[config.mk]
export PLATFORM = sky130hd
export DESIGN_NAME = controle_timer
export DESIGN_NICKNAME = d
export VERILOG_FILES = /design/src/rtl/timer_pkg.sv /design/src/rtl/controle_timer_mux.sv /design/src/rtl/controle_timer.sv
export SDC_FILE = /design/constraint.sdc
export NUM_CORES = 1
export LEC_CHECK = 0
export ABC_CLOCK_PERIOD_IN_PS = 3500
export CORE_MARGIN = 2
export CORE_UTILIZATION = 58
export DETAILED_ROUTE_END_ITERATION = 6
export PLACE_DENSITY_LB_ADDON = 0.08
export SYNTH_ARGS = -nofsm -noshare
export SYNTH_HDL_FRONTEND = slang
export SYNTH_SLANG_ARGS = --single-unit
export TNS_END_PERCENT = 100
[constraint.sdc]
create_clock -name clock -period 3.5 [get_ports clock]
set_input_delay 0.35 -clock clock [delete_from_list [all_inputs] [get_ports clock]]
set_output_delay 0.35 -clock clock [all_outputs]
set_load 0.01 [all_outputs]
[src/rtl/timer_pkg.sv]
// Shared definitions for the MM:SS countdown timer: state encodings,
// default timing constants, the BCD time payload and its decrement helper.
package timer_pkg;

  // State encodings (3-bit, codes 5-7 unused)
  localparam logic [2:0] ST_OCIOSO   = 3'd0;
  localparam logic [2:0] ST_CARGA    = 3'd1;
  localparam logic [2:0] ST_CONTANDO = 3'd2;
  localparam logic [2:0] ST_PAUSA    = 3'd3;
  localparam logic [2:0] ST_FIM      = 3'd4;

  localparam int unsigned DIV_DEFAULT    = 50_000_000;
  localparam int unsigned ATRASO_DEFAULT = 4;

  // Four BCD digits MM:SS
  typedef struct packed {
    logic [3:0] min_d;
    logic [3:0] min_u;
    logic [3:0] sec_d;
    logic [3:0] sec_u;
  } tempo_t;

  // One-second BCD decrement; 00:00 stays 00:00. Seconds tens above 5
  // (entered 60-99) simply count down through the tens digit.
  function automatic tempo_t bcd_dec(input tempo_t t);
    tempo_t r;
    r = t;
    if (t.sec_u != 4'd0) begin
      r.sec_u = t.sec_u - 4'd1;
    end else if (t.sec_d != 4'd0) begin
      r.sec_d = t.sec_d - 4'd1;
      r.sec_u = 4'd9;
    end else if (t.min_u != 4'd0) begin
      r.min_u = t.min_u - 4'd1;
      r.sec_d = 4'd5;
      r.sec_u = 4'd9;
    end else if (t.min_d != 4'd0) begin
      r.min_d = t.min_d - 4'd1;
      r.min_u = 4'd9;
      r.sec_d = 4'd5;
      r.sec_u = 4'd9;
    end
    return r;
  endfunction

endpackage

[src/rtl/controle_timer_mux.sv]
// Strobe selector: forwards the delayed load strobe while loading and the
// 1 Hz tick while counting.
//   sel          in  1 : 1 selects saida_atraso, 0 selects hz_tick
//   saida_atraso in  1 : delayed load strobe
//   hz_tick      in  1 : 1 Hz tick
//   pulso        out 1 : selected strobe (combinational)
module mux (
  input  logic sel,
  input  logic saida_atraso,
  input  logic hz_tick,
  output logic pulso
);

  assign pulso = sel ? saida_atraso : hz_tick;

endmodule

[src/rtl/controle_timer.sv]
// Keypad-loaded MM:SS countdown timer with pause, clear and a delayed
// load strobe.
//   clock, reset_n          : system clock, async active-low reset
//   tecla[3:0], tecla_valida: keypad digit and its one-cycle strobe
//   iniciar, pausar, limpar : one-cycle command strobes
//   min_d..sec_u[3:0]       : BCD time digits
//   sel, saida_atraso       : mux select, delayed one-cycle load strobe
//   hz_tick, pulso          : 1 Hz tick, muxed strobe
//   fim, estado[2:0]        : countdown done, current state
module controle_timer
  import timer_pkg::*;
#(
  parameter int unsigned DIV    = DIV_DEFAULT,
  parameter int unsigned ATRASO = ATRASO_DEFAULT
) (
  input  logic       clock,
  input  logic       reset_n,
  input  logic [3:0] tecla,
  input  logic       tecla_valida,
  input  logic       iniciar,
  input  logic       pausar,
  input  logic       limpar,
  output logic [3:0] min_d,
  output logic [3:0] min_u,
  output logic [3:0] sec_d,
  output logic [3:0] sec_u,
  output logic       sel,
  output logic       saida_atraso,
  output logic       hz_tick,
  output logic       pulso,
  output logic       fim,
  output logic [2:0] estado
);

  localparam int unsigned PW = (DIV > 2) ? $clog2(DIV) : 1;
  localparam int unsigned AW = (ATRASO > 2) ? $clog2(ATRASO) : 1;

  logic [2:0]    estado_q, estado_d, st;
  tempo_t        tempo_q, tempo_d, tempo_dec;
  logic [PW-1:0] presc_q, presc_d;
  logic [AW-1:0] atraso_q, atraso_d;
  logic          saida_q, saida_d;
  logic          hz_q, hz_d;
  logic          sel_q, sel_d;
  logic          fim_q, fim_d;
  logic          carregando;

  // Next-state, digit, prescaler and delay logic
  always_comb begin
    st         = (estado_q > ST_FIM) ? ST_OCIOSO : estado_q;
    estado_d   = st;
    tempo_d    = tempo_q;
    presc_d    = presc_q;
    atraso_d   = atraso_q;
    saida_d    = (atraso_q == AW'(1));
    tempo_dec  = bcd_dec(tempo_q);
    carregando = (st == ST_OCIOSO) || (st == ST_CARGA);

    if (atraso_q != '0) begin
      atraso_d = atraso_q - AW'(1);
    end

    // Free-running countdown; commands below may override it
    if (st == ST_CONTANDO) begin
      if (presc_q == PW'(DIV - 1)) begin
        presc_d = '0;
        tempo_d = tempo_dec;
        if (tempo_dec == '0) begin
          estado_d = ST_FIM;
        end
      end else begin
        presc_d = presc_q + PW'(1);
      end
    end

    if (limpar) begin
      estado_d = ST_OCIOSO;
      tempo_d  = '0;
      presc_d  = '0;
      atraso_d = '0;
      saida_d  = 1'b0;
    end else if (iniciar) begin
      if (carregando && (tempo_q != '0)) begin
        estado_d = ST_CONTANDO;
        presc_d  = '0;
        atraso_d = '0;
        saida_d  = 1'b0;
      end
    end else if (pausar) begin
      // Toggle cycle itself does not advance the prescaler
      if (st == ST_CONTANDO) begin
        estado_d = ST_PAUSA;
        presc_d  = presc_q;
        tempo_d  = tempo_q;
      end else if (st == ST_PAUSA) begin
        estado_d = ST_CONTANDO;
      end
    end else if (tecla_valida) begin
      if (carregando && (tecla <= 4'd9)) begin
        estado_d      = ST_CARGA;
        tempo_d.min_d = tempo_q.min_u;
        tempo_d.min_u = tempo_q.sec_d;
        tempo_d.sec_d = tempo_q.sec_u;
        tempo_d.sec_u = tecla;
        // Counter holds ATRASO-1 so the pulse lands ATRASO cycles after the key
        atraso_d      = AW'(ATRASO - 1);
        saida_d       = (ATRASO == 1);
      end
    end

    hz_d  = (estado_d == ST_CONTANDO) && (presc_d == PW'(DIV - 1));
    sel_d = (estado_d == ST_OCIOSO) || (estado_d == ST_CARGA);
    fim_d = (estado_d == ST_FIM);
  end

  // State and output registers
  always_ff @(posedge clock or negedge reset_n) begin
    if (!reset_n) begin
      estado_q <= ST_OCIOSO;
      tempo_q  <= '0;
      presc_q  <= '0;
      atraso_q <= '0;
      saida_q  <= 1'b0;
      hz_q     <= 1'b0;
      sel_q    <= 1'b1;
      fim_q    <= 1'b0;
    end else begin
      estado_q <= estado_d;
      tempo_q  <= tempo_d;
      presc_q  <= presc_d;
      atraso_q <= atraso_d;
      saida_q  <= saida_d;
      hz_q     <= hz_d;
      sel_q    <= sel_d;
      fim_q    <= fim_d;
    end
  end

  assign min_d        = tempo_q.min_d;
  assign min_u        = tempo_q.min_u;
  assign sec_d        = tempo_q.sec_d;
  assign sec_u        = tempo_q.sec_u;
  assign estado       = estado_q;
  assign saida_atraso = saida_q;
  assign hz_tick      = hz_q;
  assign sel          = sel_q;
  assign fim          = fim_q;

  mux u_mux (
    .sel          (sel_q),
    .saida_atraso (saida_q),
    .hz_tick      (hz_q),
    .pulso        (pulso)
  );

endmodule

-- Word level (Yosys, flattened, before mapping)
Index checks and enable logic that the tools add are counted.
- bits in registers: 51
- latch bits: 0
- memory bits (writable): 0
- bits in read-only memories: 0
- output and inout port bits: 24
- memories kept: 0
- $add $sub $neg: 6
- multipliers: 0
- div/mod/pow operators: 0
- magnitude comparators: 2
- equal/unequal tests: 10
- shifts and indexed selects: 0
- mux-type cells: 48
- bitwise operators: 0
- reductions and logical operators: 14
- operators by type and width (cell ; number):
    $mux 26 ; 7
    $mux 16 ; 9
    $eq 26x26->1 const B ; 2
    $mux 3 ; 12
    $add 26x1->26 const B ; 1
    $mux 12 ; 2
    $logic_not 16->1 ; 1
    $mux 8 ; 2
    $reduce_bool 16->1 ; 1
    $reduce_bool 4->1 ; 4
    $sub 4x1->4 const B ; 4
    $mux 2 ; 7
    $eq 3x2->1 const B ; 3
    $mux 4 ; 2
    $mux 1 ; 7
    $eq 3x1->1 const B ; 2
    $logic_not 3->1 ; 2
    $le 4x4->1 const B ; 1
    $ne 4x4->1 const B ; 1
    $eq 3x3->1 const B ; 1
    $gt 3x3->1 const B ; 1
    $logic_and 1x1->1 ; 3
    $eq 2x1->1 const B ; 1
    $logic_or 1x1->1 ; 2
    2 further kinds ; 2

-- Depth between registers and ports, before layout
Gate-level depths: netlist of run 1.
- depth in word-level cells: 16
- depth in mapped cells: 11

-- Hierarchy
From an unflattened synthesis of run 1, not the netlist that was laid out.
- cell total of the unflattened synthesis: 404
- area, all modules: 3414.5 µm²
- modules (own cells, without submodules) (module ; times used ; cells an instance ; area an instance (µm²) ; seq. area each (µm²)):
    controle_timer ; 1 ; 403 ; 3399.5 ; 1277.5
    mux ; 1 ; 1 ; 15.0 ; 0.0

-- Worst setup path after synthesis of run 1
Ideal clock, no wire load.
- kind: flip-flop to flip-flop
- start: register tempo_q (netlist bit sec_d[0])
- end: register hz_q (netlist: hz_tick)
- arrival: 2.866 ns
- slack: 0.539 ns
- cell stages (with the launch flop): 12
- path through: dfrtp_1 -> clkbuf_1 -> inv_1 -> ha_1 -> or3b_2 -> or4_4 -> a31oi_4 -> nand2_2 -> buf_6 -> nor4_2 -> nand4_1 -> nor4_2
- cells in the longest elaborated chain, start to end: 15
- RTL lines (element ; line ; text):
    start: declaration ; controle_timer.sv:39 ; tempo_t tempo_q, tempo_d, tempo_dec;
    start signal: assignment ; controle_timer.sv:129 ; tempo_q <= tempo_d;
    branches (longest 14 deep; another with $sub 4x1->4) ; - ;
    $logic_and 1x1->1 * ; controle_timer.sv:111 ; hz_d = (estado_d == ST_CONTANDO) && (presc_d == PW'(DIV - 1));
    net hz_d ; controle_timer.sv:43 ; logic hz_q, hz_d;
    end signal: assignment ; controle_timer.sv:133 ; hz_q <= hz_d;
    end: declaration ; controle_timer.sv:43 ;
Mark *: on every way through the listed nets, which the timed path passes.
A chain may end at the register's enable or synchronous reset.

-- Final worst setup path of run 1
- start: register tempo_q (netlist bit sec_u[0])
- end: register hz_q (netlist: hz_tick)
- cells in the longest elaborated chain, start to end: 15
- RTL lines (element ; line):
    branches (longest 14 deep; another with $sub 4x1->4) ; -
    $logic_and 1x1->1 * ; controle_timer.sv:111
    net hz_d ; controle_timer.sv:43
Marks and branches as above.

==> results of run 1 <==
registers in the layout, indices dropped and copies added (netlist names):
register,count
hz_tick,1
presc_q,26
sec_d,4
fim,1
saida_atraso,1
sel,1
min_u,4
atraso_q,2
sec_u,4
min_d,4
estado,3
layout by cell type, fill, tap and decap left out, types with 4 or more instances in the layout:
cell | netlist | final
nand4_1 | 18 | 18
a31oi_1 | 8 | 8
nand3_1 | 14 | 14
nor3_1 | 16 | 16
clkbuf_8 | 0 | 5
nor4_1 | 11 | 10
ha_1 | 7 | 7
o21ai_0 | 28 | 28
inv_1 | 11 | 11
or3b_2 | 5 | 5
nor2b_1 | 8 | 8
nor2_1 | 44 | 44
a22o_1 | 4 | 4
nor3b_1 | 6 | 6
xnor2_1 | 14 | 14
xor2_1 | 8 | 8
o211ai_1 | 6 | 6
a211oi_1 | 5 | 5
or3_1 | 5 | 5
a21oi_1 | 18 | 18
clkdlybuf4s50_1 | 0 | 32
nand2_1 | 31 | 31
dfrtp_1 | 50 | 50
buf_4 | 0 | 13
nand2b_1 | 8 | 8
o31ai_1 | 5 | 5
and3_1 | 6 | 6
cells by family (layout without fill, tap and decap cells):
| group | Yosys count | after routing | share of synthesized area |
|---|---|---|---|
| buffers and inverters | 34 | 65 | 0.0414 |
| muxes | 3 | 3 | 0.00927 |
| xor gates and xnor gates | 22 | 22 | 0.0549 |
| adders and majority gates | 7 | 7 | 0.0250 |
| AOI/OAI and AO/OA | 100 | 100 | 0.191 |
| DFF | 51 | 51 | 0.364 |
| and+or+nand+nor | 197 | 197 | 0.315 |
cell type report:
| type | count | area, µm² |
|---|---|---|
| Timing Repair Buffer | 46 | 423 |
| Fill cell | 477 | 1870 |
| Sequential cell | 51 | 1280 |
| Tap cell | 75 | 93.8 |
| Multi-Input combinational cell | 329 | 2090 |
| Inverter | 11 | 41.3 |
| Clock buffer | 6 | 72.6 |
| Clock inverter | 2 | 16.3 |
synthesized netlist by cell type (6+ instances only):
cell type,number
nor4_1,11
a21oi_1,18
nor2_1,44
nor3_1,16
clkbuf_1,19
xor2_1,8
xnor2_1,14
nand2b_1,8
nor3b_1,6
nand3_1,14
nand2_1,31
o21ai_0,28
o211ai_1,6
ha_1,7
nor2b_1,8
dfrtp_1,50
and3_1,6
inv_1,11
a31oi_1,8
nand4_1,18
metrics by stage:
| stage | std cells | utilization |
|---|---|---|
| 5_1_grt | 520 | 0.683 |
| 3_5_place_dp | 512 | 0.666 |
| 3_3_place_gp | 512 | 0.666 |
| 4_1_cts | 520 | 0.682 |
| 6_report | 520 | 0.683 |
| 2_1_floorplan | 414 | - |
timing repair:
item	4_1_cts	5_1_grt
resized for setup	0	1
endpoints found under the setup margin	0	1
hold buffers	0	0
final timing paths:
| kind | endpoint | cells past startpoint |
|---|---|---|
| hold reg to reg | saida_atraso | 1 |
| setup / recovery | hz_tick | 9 |
| setup reg to reg | hz_tick | 9 |
| min in group clock | saida_atraso | 1 |
| hold / removal | presc_q[2] | 1 |
| max in group asynchronous | presc_q[4] | 2 |
metal layers:
metal | global-route usage | vias up
met5 | 0 | -
met4 | 0.102 | 0
met3 | 0.0681 | 32
met2 | 0.450 | 220
met1 | 0.495 | 1652
li1 | - | 1603
power breakdown:
group / total [mW] / switching, mW / internal, mW
logic: 0.285 / 0.174 / 0.110
registers: 0.622 / 0.0188 / 0.603
clock network: 0.360 / 0.216 / 0.144
==> results.md, run 1 <==
Run status:
- The flow ran to the end, and the final reports show no timing, DRC or antenna violations.

Synthesis:
- The top flip-flop cell by instance count after synthesis is dfrtp_1.
- The synthesized design contains 51 register bits.
- The post-synthesis sequential area ratio is 0.364.
- Dividing the synthesized area by the synthesized cell count gives 8.48 µm².
- Of the post-synthesis cell area, the dominant cell type holds 0.357.
- After synthesis, the share of flip-flops with an asynchronous set or reset is 1.00.
- The synthesized netlist occupies a cell area of approximately 3500 µm².
- The synthesized instance count is 414.
- The library cell with the largest summed area after synthesis is dfrtp_1.
- Yosys mapped a number of flops with a built-in enable equal to 0.
- Synthesis instantiated slightly below 70 different standard cells from the library.
- The synthesis warning total is 0.
- Sorting the synthesized cells by area gives the leading types as dfrtp_1 (36%), nor2_1 (4.7%), o21ai_0 (4.0%), xnor2_1 (3.5%), nand2_1 (3.3%).
- The number of nets in the synthesized netlist is roughly 430.

Drt:
- For this block, wires on met1 add up to about 4600 µm.
- The highest layer touched by signal routing is met4.
- After detailed routing, the total wire length is roughly 10000 µm.
- In the routed design, unresolved DRC markers number 0.
- Once detail routing completed, the nets flagged for antenna violations numbered 0.
- After detailed routing, the number of vias per cell comes to 6.74.
- The first-pass iteration count of the detailed router is 7.
- The first routing iteration left about 430 violations.
- After detailed routing, the met3 layer carries between 900 and 1000 µm of wire.
- The routed via count is 3,507.
- The total length of routed met2 wires is approximately 4200 µm.
- After detailed routing, the average wire length per cell comes to between 15 and 20 µm.

Critical path:
- Traced cell by cell, the critical path runs through inv_1, ha_1, or3b_1, or4_4, a31oi_4, nand2_2, nor4_2, nand4_1, nor4_2.
- The critical path is of the register to register type.
- The kind of end point of the critical path is a register.
- On the critical path the largest part of the delay comes from simple AND/OR/NAND/NOR gates.
- For this design, the slowest cell found on the critical path is or4_4.
- In this run the worst path has a maximum fanout of 11.
- The critical path starts at sec_u[0].
- The startpoint identified for the worst register-to-register timing path is sec_u[0].
- In this design, the stage delay of the slowest critical-path cell is ~0.64 ns.
- The worst-case register-to-register setup slack is around 0.19 ns.
- Data arrives at the worst endpoint at between 3 and 4 ns.
- The required arrival time at the worst endpoint is between 3 and 4 ns.
- The worst setup path is launched from a register.
- The most common cell type on the critical path is nor4_2.
- The buffers plus inverters on the worst setup path is 1.

Finish:
- Of the cells placed in the final design, the portion with a size suffix greater than 1 is 0.0921.
- The finished cells cover roughly 4000 µm².
- The count of nets after finishing is 461.
- The area growth from synthesis to final layout is 14.5%.
- The repair_antennas step left the layout with diodes totalling 0.

Placement:
- Summed over all nets, the half-perimeter wirelength after detailed placement is just over 7000 µm.
- The pre-CTS worst setup slack is between 0.15 and 0.2 ns.
- The number of I/O port buffers is 33.
- The congestion estimate from routability-driven global placement came to between 0.9 and 1.
- In this run the cell area measured after placement is ~3900 µm².

Pwr:
- The power density of the placed cells is 315 nW/µm².
- Power comes to 1.27 mW.
- The static leakage power is 1.54 nW.
- The worst ir drop on vdd is 0.214 mV.

STA:
- For the pin with the worst max-slew slack, the measured transition is around 0.87 ns.
- The total setup violations reported at the end of the flow is 0.
- Headroom to the max-slew limit came out at 0.416.
- Setup repair after global routing left no endpoint under its margin.
- The aggregate negative setup slack is 0 ns.
- The slack of the critical path is 0.187 ns.
- The worst path in the final design needs a cycle of about 3.3 ns, including I/O delays and setup.
- The final-report max-slew violation count is 0.
- The top achievable clock speed is 0.302 GHz.
- The worst-case hold slack is 0.0720 ns.
- The clock arrives with 0.0104 ns of skew.
- Dividing the final minimum period by the clock period gives 0.947.
- The number of hold violations in the final report was 0.

Global route:
- The initial antenna violation count is 0.
- The first global-routing pass estimated 16,500 µm of wire.
- The number of global-route vias before repair is between 3,000 and 4,000.
- Global routing finished with a remaining overflow of 0.
- The overall fraction of global-route tracks in use is 0.323.
- The largest net degree at the start of global routing is 34.

Clock network:
- The H-tree was split into 2 levels.
- The cell at the root of the clock tree is clkbuf_8.
- Post-CTS timing repair inserted 0 buffers for setup.
- Counting the buffers created by CTS gives 5.
- TritonCTS built the clock tree.
- The clock slew seen by the registers of the worst setup and hold paths is around 0.10 ns.
- The clock net sink count is 51.
- The worst-case clock buffer depth is 2.
- The later pin in the worst-skew pair is clocked with a latency of 0.32 ns.

Die:
- The core region is 5890 µm².
- The number of rows created at floorplan is 28.
- In this run the vertical extent of the chip is 81.8 µm.
- The total die area is ~6700 µm².
- The horizontal die dimension is around 82 µm.
- For this configuration, the core starts out at a cell density of 0.596.
- Pin placement for this block handled 34 I/O pins.

Flow run:
- The number of violations of the max-capacitance limit is 0.

Hold path:
- In this run the worst hold path is classified as input pin to asynchronous set/reset pin.
(Power assumes the default switching activity.)
==> run 2: changes to the inputs <==
--- a/config.mk
+++ b/config.mk
@@ -6,6 +6,7 @@
 export NUM_CORES = 1
 export LEC_CHECK = 0
 export ABC_CLOCK_PERIOD_IN_PS = 3500
+export CORE_ASPECT_RATIO = 1.1
 export CORE_MARGIN = 2
 export CORE_UTILIZATION = 58
 export DETAILED_ROUTE_END_ITERATION = 6
==> run 2 against run 1 <==
Final cell count is the same. First-iteration DRC count shrank 45%. Largest cell class unchanged. Critical path depth is the same. Clock-buffer cell count is the same. Sequential power is essentially flat. Non-clock buffer count shrank 1. Fmax grew 4.3%. Die area is essentially flat. Final area shrank 0.31%. Worst hold slack lost 0.054 ns.
==> results.md, run 2 (synthesis results as in run 1) <==
STA:
- Setup violations remaining at the end of the flow were counted as 0.
- The top achievable clock speed is ~0.31 GHz.
- Adding up every negative setup slack in the final design gives 0 ns.
- Headroom to the max-slew limit came out at 0.349.
- Setup repair after global routing left no endpoint under its margin.
- The routed design could run at a clock period as short as 3.18 ns.
- After layout, the worst setup slack is 0.323 ns.
- The final-report max-slew violation count is 0.
- The pin slew with the least headroom to its limit is about 0.98 ns.
- The number of hold violations in the final report is 0.
- The clock arrives with 0.0109 ns of skew.
- Dividing the final minimum period by the clock period gives 0.908.

Die:
- The total I/O pin count is 34.
- The total die area is 6690 µm².
- The number of rows created at floorplan is 29.
- The initial utilization of the core area, before any placement, comes to 0.605.
- The die extent in y is about 86 µm.
- The core area is just under 6000 µm².
- The floorplan step set the die width to slightly below 80 µm.

Pwr:
- The worst ir drop on vdd is roughly 0.20 mV.
- Dividing total power by cell area gives a power density of approximately 310 nW/µm².
- Summed over all cells, the static leakage comes to 1.54 nW.

Flow run:
- The number of violations of the max-capacitance limit is 0.

Critical path:
- Walking the worst path, the cells encountered are inv_1, ha_1, or3b_1, or4_4, nand3_1, nand2b_1, nor4_1, nand4_1, nor4_2.
- The cell at the slowest stage of the critical path is or4_4.
- On the worst path, the slowest cell contributes a delay of approximately 0.63 ns.
- The classification of the worst setup path is register to register.
- The type of origin of the critical path is a register.
- The highest fanout seen on the critical path is 11.
- In this design, the largest share of critical-path delay is due to simple AND/OR/NAND/NOR gates.
- Counting both buffers and inverters, the worst setup path holds a total of 1.
- The arrival time of data at the critical path endpoint is 3.38 ns.
- The kind of end point of the critical path is a register.
- Data on the critical path is required at its endpoint by around 3.7 ns.

Clock network:
- After clock tree synthesis, the clock-pin slew on the worst setup and hold paths is 0.09 ns.
- Buffers inserted during clock tree synthesis total 5.
- After clock tree synthesis, the setup repair step added 0 buffers.
- The TritonCTS clock tree is built.
- The number of gates resized after cts is 0.
- Counting every sink on the clock net gives between 50 and 60.
- The clock reaches the later pin of the worst-skew pair after roughly 0.3 ns.
- In this run the number of H-tree levels came out at 2.
- The worst-case clock buffer depth is 2.
- The cell at the root of the clock tree is clkbuf_8.
- Buffers inserted to repair hold after CTS numbered 0.

Placement:
- The routability congestion estimate from global placement is just under 1.
- Buffers placed on the I/O ports in this run total 33.
- The pre-CTS worst setup slack is ~0.38 ns.
- In this run the cell area measured after placement is about 3900 µm².
- Detailed placement finished with a half-perimeter wire length of 7490 µm.
- The instance count after placement with tap cells included is slightly above 500.

Global route:
- Entering global routing, the biggest net connects 29 pins.
- The number of global-route vias before repair is 3,320.
- The first global-routing pass estimated 16,700 µm of wire.
- The residual overflow from global routing is 0.
- The overall fraction of global-route tracks in use is 0.317.
- The initial antenna violation count is 0.

Drt:
- Dividing the detail-routed via count by the number of cells gives between 6 and 7.
- After detailed routing, the number of remaining DRC violations is 0.
- The remaining number of nets flagged by the antenna check after routing is 0.
- The first-pass iteration count of the detailed router is 5.
- Detailed routing inserted a total of 3,476 vias.
- Dividing the detail-routed wire length by the instance count gives between 15 and 20 µm.
- Wires add up to between 10,000 and 15,000 µm.
- The count of routing violations after the opening detailed-route iteration is 240.

Finish:
- The finished cells cover between 4000 and 5000 µm².
- The final antenna diode count is 0.
- The number of inserted filler cells in the final layout is ~500.
- The finished layout holds 520 standard cells, fillers aside.
- Leaving out fill and tap cells, the most frequent cells in the layout are dfrtp_1 (50), nor2_1 (44), clkdlybuf4s50_1 (32).
- The largest register by flop count is presc_q.
- The register with the most flip-flops in the layout has 26 of them.
- The area used by multi-input combinational logic is roughly 2100 µm².
- From synthesis to final layout, the design area changed by 14.1%.
- The most common library cell in the layout ignoring fill and taps is dfrtp_1.
- The area occupied by registers is 1280 µm².
- The count of nets after finishing is between 400 and 500.
- In the final layout, the share of cells above drive strength 1 is 0.0880.

Run status:
- The flow ran to the end, and the final reports show no timing, DRC or antenna violations.

Hold path:
- The path class of the lowest-slack min-delay path is input pin to asynchronous set/reset pin.
-- run 2: where the power goes --
| part | total (mW) | internal [mW] | switching, mW |
|---|---|---|---|
| logic | 0.281 | 0.112 | 0.169 |
| clock network | 0.344 | 0.156 | 0.189 |
| registers | 0.622 | 0.603 | 0.0196 |
| total | 1.25 | 0.870 | 0.377 |
-- run 2: final timing paths --
check | to | startpoint | cells past startpoint | slack [ns]
hold / removal | sec_d[2] | reset_n | 1 | 0.02
max in group asynchronous | presc_q[22] | reset_n | 2 | 2.69
setup / recovery | hz_tick | sec_u[0] | 9 | 0.32
setup reg to reg | hz_tick | sec_u[0] | 9 | 0.32
min in group clock | saida_atraso | atraso_q[1] | 1 | 0.49
hold reg to reg | saida_atraso | atraso_q[1] | 1 | 0.49
-- run 2: layer usage --
layer  part of all wire  global-route usage  vias to the layer above  routed length [µm]
li1                   -                   -                     1604                   -
met1               0.39               0.388                     1652                3960
met2               0.50               0.563                      181                5060
met3              0.062              0.0442                       39                 624
met4              0.040               0.132                        0                 399
met5                  0                   0                        -                   0
-- run 2: through the flow --
step | utilization | hold WS, ns | power [mW]
4_1_cts | 0.690 | 0.0302 | 1.25
2_1_floorplan | - | 0.0544 | 0.808
5_1_grt | 0.690 | 0.0632 | 1.30
3_5_place_dp | 0.675 | 0.364 | 0.911
6_report | 0.690 | 0.0180 | 1.25
3_3_place_gp | 0.675 | 0.361 | 0.909
-- run 2: final cells by class --
cell class              instances  area share
flip-flops and latches         51       0.319
inverters                      11      0.0103
multi-input cells             329       0.521
well taps                      77      0.0241
clock inverters                 1     0.00125
repair buffers                 45       0.104
clock buffers                   6      0.0206
-- run 2: worst register-to-register path, cell delays in order, from the launching register on --
cell	delay, ns
dfrtp_1	0.44
inv_1	0.13
ha_1	0.24
or3b_1	0.50
or4_4	0.63
nand3_1	0.16
nand2b_1	0.24
nor4_1	0.34
nand4_1	0.14
nor4_2	0.26
==> run 3: changes to the inputs <==
--- a/config.mk
+++ b/config.mk
@@ -8,8 +8,9 @@
 export ABC_CLOCK_PERIOD_IN_PS = 3500
 export CORE_ASPECT_RATIO = 1.1
 export CORE_MARGIN = 2
-export CORE_UTILIZATION = 58
+export CORE_UTILIZATION = 64
 export DETAILED_ROUTE_END_ITERATION = 6
+export DONT_BUFFER_PORTS = 1
 export PLACE_DENSITY_LB_ADDON = 0.08
 export SYNTH_ARGS = -nofsm -noshare
 export SYNTH_HDL_FRONTEND = slang
==> constraint.sdc (replaced) <==
create_clock -name clock -period 3.5 [get_ports clock]
set_input_delay 0.35 -clock clock [delete_from_list [all_inputs] [get_ports clock]]
set_output_delay 0.35 -clock clock [all_outputs]
set_load 0.1 [all_outputs]
==> run 3 against run 2 <==
Non-clock buffer count fell by 16. Global-route usage rose by 1.8 points. Sequential share of layout area grew 1.0 points.
==> results.md, run 3 (synthesis results as in run 1) <==
STA:
- The final critical path time including I/O delays and setup is 3.22 ns.
- Static timing analysis puts the maximum clock frequency at 0.311 GHz.
- The pin slew with the least headroom to its limit is about 1.1 ns.
- Final hold analysis gives a worst-case slack of between 0.1 and 0.15 ns.
- After routing, the total negative slack on setup checks comes to 0 ns.
- The total setup violations reported at the end of the flow is 0.
- Setup repair after global routing left no endpoint under its margin.
- Of the available clock period, the critical path in the final layout requires 0.919.
- The worst slew slack as a fraction of its limit is 0.243.
- The final-report max-slew violation count is 0.
- The number of hold violations in the final report is 0.
- The worst clock skew is between 0.01 and 0.015 ns.

Clock network:
- The clock slew seen by the registers of the worst setup and hold paths is ~0.1 ns.
- The clock net sink count is 51.
- TritonCTS built the clock tree.
- The longest clock path from root to sink contains 2 buffers.
- The CTS buffer count is 5.
- The clock network latency to the later pin of the worst-skew pair is 0.30 ns.
- The tree is rooted in a clkbuf_8.
- The H-tree depth is 2.

Placement:
- The routability congestion estimate from global placement is roughly 0.95.
- Once placement completed, the tool counted placed cells totaling just under 500.
- The placed instances occupy a cell area of 3710 µm².
- The count of buffers added on input and output ports is 0.
- The half-perimeter wire length after placement is roughly 7100 µm.

Global route:
- The total overflow left after global routing is 0.
- The first-pass GRT wire length is approximately 16,000 µm.
- The number of global-route vias before repair came to 3,316.
- The overall fraction of global-route tracks in use is 0.335.
- The initial antenna violation count came to 0.
- Entering global routing, the biggest net connects 52 pins.

Die:
- The total die area is 6090 µm².
- For this configuration, the core starts out at a cell density of 0.659.
- From left edge to right edge, the die measures approximately 75 µm.
- After floorplanning, the core was divided into 28 placement rows.
- Measured along the y axis, the die boundary spans 81.7 µm.
- The core area is between 5000 and 6000 µm².
- During I/O placement, the number of pins put on the boundary was 34.

Finish:
- The final antenna diode count is 0.
- Counting flops per register, the top entry is presc_q.
- The design area is around 3900 µm².
- In the final layout, the share of cells above drive strength 1 is 0.129.
- The flip-flop count of the largest register after layout is 26.
- At the end of the flow the core is filled with cells to 0.729.
- In the layout the commonest cells are dfrtp_1 (50), nor2_1 (44), nand2_1 (31).
- Relative to the synthesized area, the layout overhead comes to 10.6%.
- The library cell used most frequently in the layout, excluding fill and tap cells, is dfrtp_1.
- At the end of the flow, the number of nets in the layout was approximately 440.
- The count of placed standard cells in the final layout, fillers left out is just over 500.

Critical path:
- In this run the worst path has a maximum fanout of 20.
- Grouping stages by cell kind, the critical path spends the most delay in simple AND/OR/NAND/NOR gates.
- The slowest stage of the critical path belongs to the cell or4_4.
- The buffers plus inverters on the worst setup path is 1.
- The kind of end point of the critical path is a register.
- Data on the critical path arrives at its endpoint at 3.43 ns.
- The required arrival time at the worst endpoint is 3.71 ns.
- The signal on the critical path passes through inv_1, ha_1, or3b_1, or4_4, a31oi_4, nand2_4, nor4_1, nand4_1, nor4_2.
- The classification of the worst setup path is register to register.
- The longest individual stage delay on the worst path is 0.64 ns.
- The type of origin of the critical path is a register.

Drt:
- The highest routed metal layer is met4.
- The detailed-route wire length on metal 1 is roughly 3800 µm.
- The detail route stage leaves a number of antenna-violating nets equal to 0.
- The first detailed-routing pass took 5 iterations.
- The routed via count is about 3,400.
- The post-route DRC violation count is 0.
- In this run, the number of DRC markers left after iteration 0 of detailed routing was 286.
- Dividing the detail-routed via count by the number of cells gives roughly 6.7.
- The average detailed-routed wire length per instance is ~19 µm.
- The length of routed met3 wiring is between 500 and 600 µm.
- After detailed routing, the met2 layer carries slightly above 5000 µm of wire.
- The total detailed-routing wirelength is 9790 µm.

Run status:
- The run finished with clean final reports.

Hold path:
- The path class of the tightest hold or removal check is input pin to register.

Pwr:
- For this design the static power due to leakage is approximately 1.5 nW.
- The worst ir drop on vdd is 0.232 mV.
- In this run the power density over the cells is ~370 nW/µm².

Flow run:
- The tool flagged a number of max-cap violations equal to 0.
-- run 3: repair_timing --
item	in CTS	in global routing
gates resized for setup	0	1
buffers inserted	0	0
hold buffers	2	0
endpoints found under the hold margin	51	0
setup endpoints to repair	0	1
-- run 3: final cells by class --
cell class,instances,area (µm²)
clock inverters,2,60.1
fillers,443,1440
well taps,75,93.8
flip-flops and latches,51,1280
inverters,11,41.3
repair buffers,29,240
clock buffers,6,72.6
multi-input cells,329,2100
-- run 3: routing by layer --
| layer | track usage | vias up |
|---|---|---|
| li1 | - | 1563 |
| met4 | 0.164 | 0 |
| met1 | 0.389 | 1627 |
| met3 | 0.0601 | 35 |
| met5 | 0 | - |
| met2 | 0.588 | 142 |
-- run 3: final timing paths --
| check | start | end | slack [ns] | cells past startpoint |
|---|---|---|---|---|
| max reg2reg | sec_u[0] | hz_tick | 0.28 | 9 |
| min | limpar | estado[1] | 0.12 | 1 |
| min in group asynchronous | reset_n | sec_u[2] | 0.57 | 2 |
| min reg2reg | atraso_q[1] | saida_atraso | 0.51 | 1 |
| max | sec_u[0] | hz_tick | 0.28 | 9 |
| max in group asynchronous | reset_n | sel | 2.65 | 2 |
-- run 3: through the flow --
stage	setup WS, ns	total power [mW]
3_3_place_gp	0.371	0.942
2_1_floorplan	0.0959	0.884
3_5_place_dp	0.260	0.947
4_1_cts	0.235	1.44
5_1_grt	0.0739	1.50
6_report	0.283	1.44
-- run 3: power breakdown --
group,switching (mW),internal [mW]
Combinational,0.232,0.0943
Clock,0.193,0.286
Sequential,0.0283,0.603
Total,0.454,0.983
-- run 3: worst register-to-register path, cell delays in order, from the launching register on --
cell and delay [ns]:
dfrtp_1 0.39, inv_1 0.11, ha_1 0.24, or3b_1 0.51
or4_4 0.64, a31oi_4 0.31, nand2_4 0.21, nor4_1 0.32
nand4_1 0.14, nor4_2 0.27
